$ cat src/rtl/hex_ascii_streamer.sv
// Renders a DATA_W-bit word as uppercase/lowercase hex ASCII, most significant nibble first.
// Define HEX_ASCII_STREAMER_CRLF_EN to append CR LF to every frame.
module hex_ascii_streamer #(
  parameter int DATA_W = 128,
  parameter int CNT_W  = 5
) (
  input  logic              clk,
  input  logic              rst,
  input  logic [DATA_W-1:0] in_data,
  input  logic              in_lower,
  input  logic              in_valid,
  output logic              in_ready,
  output logic [7:0]        out_char,
  output logic              out_valid,
  input  logic              out_ready,
  output logic              out_last,
  output logic              busy
);

  localparam int NIB = DATA_W / 4;
  localparam logic [CNT_W-1:0] TOP_IDX = CNT_W'(NIB - 1);
`ifdef HEX_ASCII_STREAMER_CRLF_EN
  localparam bit CRLF = 1'b1;
`else
  localparam bit CRLF = 1'b0;
`endif

`ifdef HEX_ASCII_STREAMER_CRLF_EN
  typedef enum logic [1:0] {IDLE = 2'd0, EMIT = 2'd1, TERM_CR = 2'd2, TERM_LF = 2'd3} state_t;
`else
  typedef enum logic [1:0] {IDLE = 2'd0, EMIT = 2'd1} state_t;
`endif

  state_t            state;
  logic [DATA_W-1:0] data_q;
  logic              lower_q;
  logic [CNT_W-1:0]  idx;
  logic [CNT_W-1:0]  idx_dec;
  logic              xfer;

  // 0x37 / 0x57 are 'A'-10 and 'a'-10
  function automatic logic [7:0] to_ascii(input logic [3:0] nib, input logic lower);
    if (nib < 4'd10) return 8'h30 + {4'h0, nib};
    else             return (lower ? 8'h57 : 8'h37) + {4'h0, nib};
  endfunction

  function automatic logic [3:0] nib_at(input logic [DATA_W-1:0] w, input logic [CNT_W-1:0] i);
    return w[int'(i)*4 +: 4];
  endfunction

  assign xfer    = out_valid & out_ready;
  assign idx_dec = idx - CNT_W'(1);
  assign busy    = (state != IDLE);

  always_ff @(posedge clk or posedge rst) begin
    if (rst) begin
      state     <= IDLE;
      data_q    <= '0;
      lower_q   <= 1'b0;
      idx       <= '0;
      in_ready  <= 1'b0;
      out_char  <= 8'h00;
      out_valid <= 1'b0;
      out_last  <= 1'b0;
    end else begin
      case (state)
        IDLE: begin
          // in_ready is registered so it rises one edge after reset release
          in_ready <= 1'b1;
          if (in_ready && in_valid) begin
            data_q    <= in_data;
            lower_q   <= in_lower;
            idx       <= TOP_IDX;
            out_char  <= to_ascii(in_data[DATA_W-1 -: 4], in_lower);
            out_valid <= 1'b1;
            out_last  <= (NIB == 1) && !CRLF;
            in_ready  <= 1'b0;
            state     <= EMIT;
          end
        end
        EMIT: begin
          if (xfer) begin
            if (idx == '0) begin
`ifdef HEX_ASCII_STREAMER_CRLF_EN
              out_char <= 8'h0D;
              out_last <= 1'b0;
              state    <= TERM_CR;
`else
              out_valid <= 1'b0;
              out_last  <= 1'b0;
              in_ready  <= 1'b1;
              state     <= IDLE;
`endif
            end else begin
              idx      <= idx_dec;
              out_char <= to_ascii(nib_at(data_q, idx_dec), lower_q);
              out_last <= (idx_dec == '0) && !CRLF;
            end
          end
        end
`ifdef HEX_ASCII_STREAMER_CRLF_EN
        TERM_CR: begin
          if (xfer) begin
            out_char <= 8'h0A;
            out_last <= 1'b1;
            state    <= TERM_LF;
          end
        end
        TERM_LF: begin
          if (xfer) begin
            out_valid <= 1'b0;
            out_last  <= 1'b0;
            in_ready  <= 1'b1;
            state     <= IDLE;
          end
        end
`endif
        default: begin
          out_valid <= 1'b0;
          out_last  <= 1'b0;
          state     <= IDLE;
        end
      endcase
    end
  end

endmodule

$ cat config.mk
export PLATFORM = sky130hd
export DESIGN_NAME = hex_ascii_streamer
export DESIGN_NICKNAME = d
export VERILOG_FILES = /design/src/rtl/hex_ascii_streamer.sv
export SDC_FILE = /design/constraint.sdc
export NUM_CORES = 1
export LEC_CHECK = 0
export CAP_MARGIN = 20
export CORE_UTILIZATION = 40
export DETAILED_ROUTE_END_ITERATION = 6
export GPL_TIMING_DRIVEN = 0
export PLACE_DENSITY = 0.65
export REMOVE_ABC_BUFFERS = 1
export SETUP_SLACK_MARGIN = 0.2
export SLEW_MARGIN = 10
export SYNTH_ARGS = -nofsm -noshare
export SYNTH_HDL_FRONTEND = slang
export SYNTH_SLANG_ARGS = --single-unit
$ cat constraint.sdc
create_clock -name clk -period 11.35 [get_ports clk]
set_clock_uncertainty 0.1 [all_clocks]
set_input_delay 2.27 -clock clk [delete_from_list [all_inputs] [get_ports clk]]
set_output_delay 2.27 -clock clk [all_outputs]
set_load 0.03 [all_outputs]
Word level (Yosys, flattened, before mapping)
Index checks and enable logic that the tools add are counted.

$add $sub $neg: 5. Multiply operators: 0. Div/mod/pow operators: 0. Magnitude comparators: 2. Equal/unequal tests: 5. Shift operators: 1. Multiplexer cells: 28. Bitwise logic cells: 1. Reductions and logical operators: 11.

Operator list (count): $shiftx A128 B8 Y4 (1); $mux W8 (5); $add A7 B4 Y8 (2); $pmux W8 S2 (1); $mux W5 (3); $add A6 B4 Y7 const A (2); $mux W7 (2); $logic_not A5 Y1 (2); $pmux W5 S2 (1); $mux W1 (9); $lt A4 B4 Y1 const B (2); $ne A2 B2 Y1 const B (4); $mux W2 (3); $pmux W1 S2 (3); $reduce_and A3 Y1 (2); $sub A5 B1 Y5 const B (1); $pmux W2 S2 (1); $reduce_and A2 Y1 (2); $reduce_and A4 Y1 (1); $reduce_bool A2 Y1 (2); $eq A2 B1 Y1 const B (1); $logic_not A2 Y1 (1); $and A1 B1 Y1 (1); $logic_and A1 B1 Y1 (1).

Register bits after elaboration: 147. Latch bits: 0. Bits in writable memories: 0. Memory bits (read-only): 0. Input port bits: 133. Output and inout bits: 12. Word-level logic and storage cells: 61. Memories kept: 0.

Depth between registers and ports, before layout
Depth in word-level cells: 7. Gate-level depth with buffers: 15. Gate-level depth less buffers: 12.

Worst setup path after synthesis
Ideal clock, no wire load.

Path kind: input to register. Start: input in_valid. End: register out_char[3]. Library setup time: 125 ps. Arrival: 3407 ps. Data required time: 11125 ps. Setup slack: 7719 ps. Stages: 5. Path buffers: 1. Path through: nand2_1 > or2_2 > clkbuf_1 > o21ai_1 > mux2_2.

Longest elaborated chain between the ends: 3.

RTL lines: start, declared (RTL line 11) `input logic in_valid,`; $logic_and A1 B1 Y1 (RTL line 70) `if (in_ready && in_valid) begin`; $ne A2 B2 Y1 (no line); $reduce_and A4 Y1 (no line); end signal, assigned (RTL line 74) `out_char <= to_ascii(in_data[DATA_W-1 -: 4], in_lower);`; end signal, assigned (RTL line 96) `out_char <= to_ascii(nib_at(data_q, idx_dec), lower_q);`; end, declared (RTL line 13) `output logic [7:0] out_char,`.

No other way between the ends. A chain may end at the register's enable or synchronous reset.

Worst setup path after layout
Start: input in_valid. End: register out_char[2].

Same word-level chain as after synthesis.

==> results.tsv <==
stage	metric	value	unit
run_status	status	finished clean	
floorplanning	start_util	41.4	%
critical_path	reg2reg_slack	7440	ps
grt	grtUsageTotal	19.5	%
synth	synth-simple-area-share	25.6	%
timing	relSlewSlack	48.7	%
drt	drc	0	
floorplanning	fp.dieW	134	um
critical_path	timing.rr.start	idx[0]$_DFFE_PP0P_	
floorplanning	die_h	134	um
grt	grt.overflow.total	0	
clock_network	tritoncts	built	
power	vdd_drop_max	0.000147	V
placed_design	gp_congestion	0.804	
synth	synth_seq_cells	144	
final_layout	n_antenna_cell	0	
synth	synth_flop_cell	dfrtp_1	
synth	synth-compound-area-share	4.31	%
floorplanning	dieArea	17900	um^2
drt	postRouteWirelength	16.2	mm
drt	routedWlPerCell	14.7	um
synth	synth_edf_count	0	
hold_path	holdPathStages	2	
final_layout	final_cell_mix	406 x nand2_1, 143 x dfrtp_1, 143 x clkdlybuf4s50_1, 28 x mux4_2, 18 x o21ai_0	
drt	vias	5374	
synth	ys_warn_count	0	
final_layout	syn_to_final_growth	32.0	%
hold_path	hold_class	reg -> reg	
critical_path	crit_path_max_fanout	71	
clock_network	clock_path_buffers	2	
floorplanning	core-area	16800	um^2
drt	drt_first_iter_violations	278	
critical_path	path_class	in -> reg	
synth	yosysTopAreaCell	dfrtp_1	
clock_network	post_cts_buffers	0	
final_layout	nets	1009	
timing	drv_slew	0	
placed_design	place_worst_setup_slack	6620	ps
hold_path	min_to	data_q[106]$_DFFE_PP0P_	
grt	grt_pass1_vias	5218	
synth	yosys-top-cells-area	dfrtp_1 52%, nand2_1 22%, mux4_2 9.1%	
timing	min_period	4250	ps
placed_design	dp_cells	1073	
timing	worst_slew_pin_slew	770	ps
critical_path	critPathRequiredTime	11580	ps
critical_path	cp-start-kind	primary input	
synth	seq_area_frac_synth	52.0	%
synth	synth_top_area_share	52.0	%
critical_path	endpoint_kind	register	
grt	grt_max_degree	77	
drt	first_pass_iters	4	
timing	rsz0062_at_grt	no	
power	p_leak	4.37	nW
final_layout	layout-drive-gt1-share	8.14	%
clock_network	cts_made_buffers	17	
floorplanning	rows	47	
flow_run	maxCapViolCount	0	
synth	synth_top_family_by_area	simple AND/OR/NAND/NOR gates	
placed_design	hpwl	10.8	mm
final_layout	num-fill-cells	1527	
final_layout	fin_cells	1104	
clock_network	clock_latency	410	ps
clock_network	h-tree-depth	4	
critical_path	r2r-end	out_char[4]$_DFFE_PP0P_	
drt	vias_per_cell	4.87	
critical_path	crit_arrival	4480	ps
grt	grt_antenna_before_repair	0	
synth	synthAdderAreaFrac	0.722	%
timing	fin_setup_tns	0	ps
clock_network	cts_root_buf	clkbuf_16	
synth	synthMuxAreaShare	13.0	%
synth	synth-xor-area-share	0.866	%
timing	finalCritPeriodShare	37.4	%
grt	grt_pass1_wl	26.9	mm
synth	ys_async_sr_fraction	100	%
timing	setup_viol	0	
drt	antenna_left	0	
clock_network	postCtsHoldBufs	0	
critical_path	reg2reg_depth	10	
timing	fmax	0.235	GHz
final_layout	layout_commonest_cell	nand2_1	
timing	hold_viol	0	
clock_network	post_cts_resized	0	
power	power_density	284	nW/um^2
synth	synth.distinct_cells	49	
clock_network	clkSinkCount	144	
power	power	0.00260	W
placed_design	numPortBuffers	143	
clock_network	path_clk_slew	60	ps
timing	timing.final.ws_setup	7100	ps
hold_path	worst_hold_startpoint	data_q[106]$_DFFE_PP0P_	
timing	whs	367	ps
synth	syn_avg_cell_area	9.25	um^2
synth	netlist_instances	749	
floorplanning	ios	145	
synth	syn-cell-area	6930	um^2
-- registers in the layout (all words and copies together), names as in the netlist --
signal,count
data_q,128
in_ready,1
out_last,1
idx,5
out_char,7
lower_q,1
out_valid,1
-- through the flow --
stage	util (%)	area (um^2)
2_1_floorplan	-	6720
3_3_place_gp	50.3	8420
3_5_place_dp	51.3	8590
4_1_cts	54.6	9150
5_1_grt	54.6	9150
6_report	54.6	9150
-- layer usage --
| metal | share of wire, % | global-route usage [%] | vias up |
|---|---|---|---|
| li1 | - | - | 2683 |
| met1 | 47 | 27.8 | 2561 |
| met2 | 48 | 30.4 | 119 |
| met3 | 3.5 | 3.46 | 11 |
| met4 | 1.0 | 6.06 | 0 |
| met5 | 0 | 0 | - |
-- synthesized netlist by cell type (3+ instances only) --
| master | number |
|---|---|
| nor2_1 | 15 |
| nor3_1 | 4 |
| nor2b_1 | 4 |
| inv_1 | 7 |
| ha_1 | 4 |
| mux2i_1 | 8 |
| clkbuf_1 | 32 |
| nand2b_1 | 5 |
| buf_2 | 7 |
| nand2_1 | 406 |
| mux4_1 | 6 |
| nand3_1 | 5 |
| o21ai_0 | 18 |
| mux4_2 | 28 |
| a31oi_1 | 3 |
| dfrtp_1 | 144 |
| xor2_1 | 3 |
| a21oi_1 | 5 |
| o21ai_1 | 4 |
-- power by group --
group	internal (W)	switching, W
Sequential	0.000752	0.000172
Combinational	0.000573	0.000566
Clock	0.000333	0.000204
Total	0.00166	0.000942
-- cell type report --
type	count	area [um^2]	area share, %
sequential	144	3610	39.4
multi-input combinational	552	3100	33.9
timing repair buffer	150	1580	17.2
clock buffer	25	475	5.20
tap	220	275	3.01
clock inverter	6	82.6	0.902
inverter	7	33.8	0.369
-- worst max-delay path by stage --
stage | start | end | cells after the start
after floorplan | in_valid | out_char[1]$_DFFE_PP0P_ | 5
after global placement | in_valid | out_char[1]$_DFFE_PP0P_ | 6
after CTS | in_valid | out_char[2]$_DFFE_PP0P_ | 8
after global routing | in_valid | out_char[2]$_DFFE_PP0P_ | 8
final | in_valid | out_char[2]$_DFFE_PP0P_ | 8
after detailed placement | in_valid | out_char[2]$_DFFE_PP0P_ | 8
-- critical path: stages --
cell	delay [ps]
clkdlybuf4s50_1	400
nand2_1	120
or2_4	630
buf_16	330
o21ai_1	300
o211ai_1	170
o21ai_0	100
a31oi_1	160
-- cells by family (layout without fill, tap and decap cells) --
logic type | after synthesis | count (layout)
compound gates | 47 | 47
xor+xnor | 6 | 6
fa+ha+maj | 4 | 4
buf+inv | 53 | 188
flops | 144 | 144
mux | 44 | 44
other cells | 1 | 1
simple gates | 450 | 450
No activity file was read; power rests on OpenSTA's default activity.
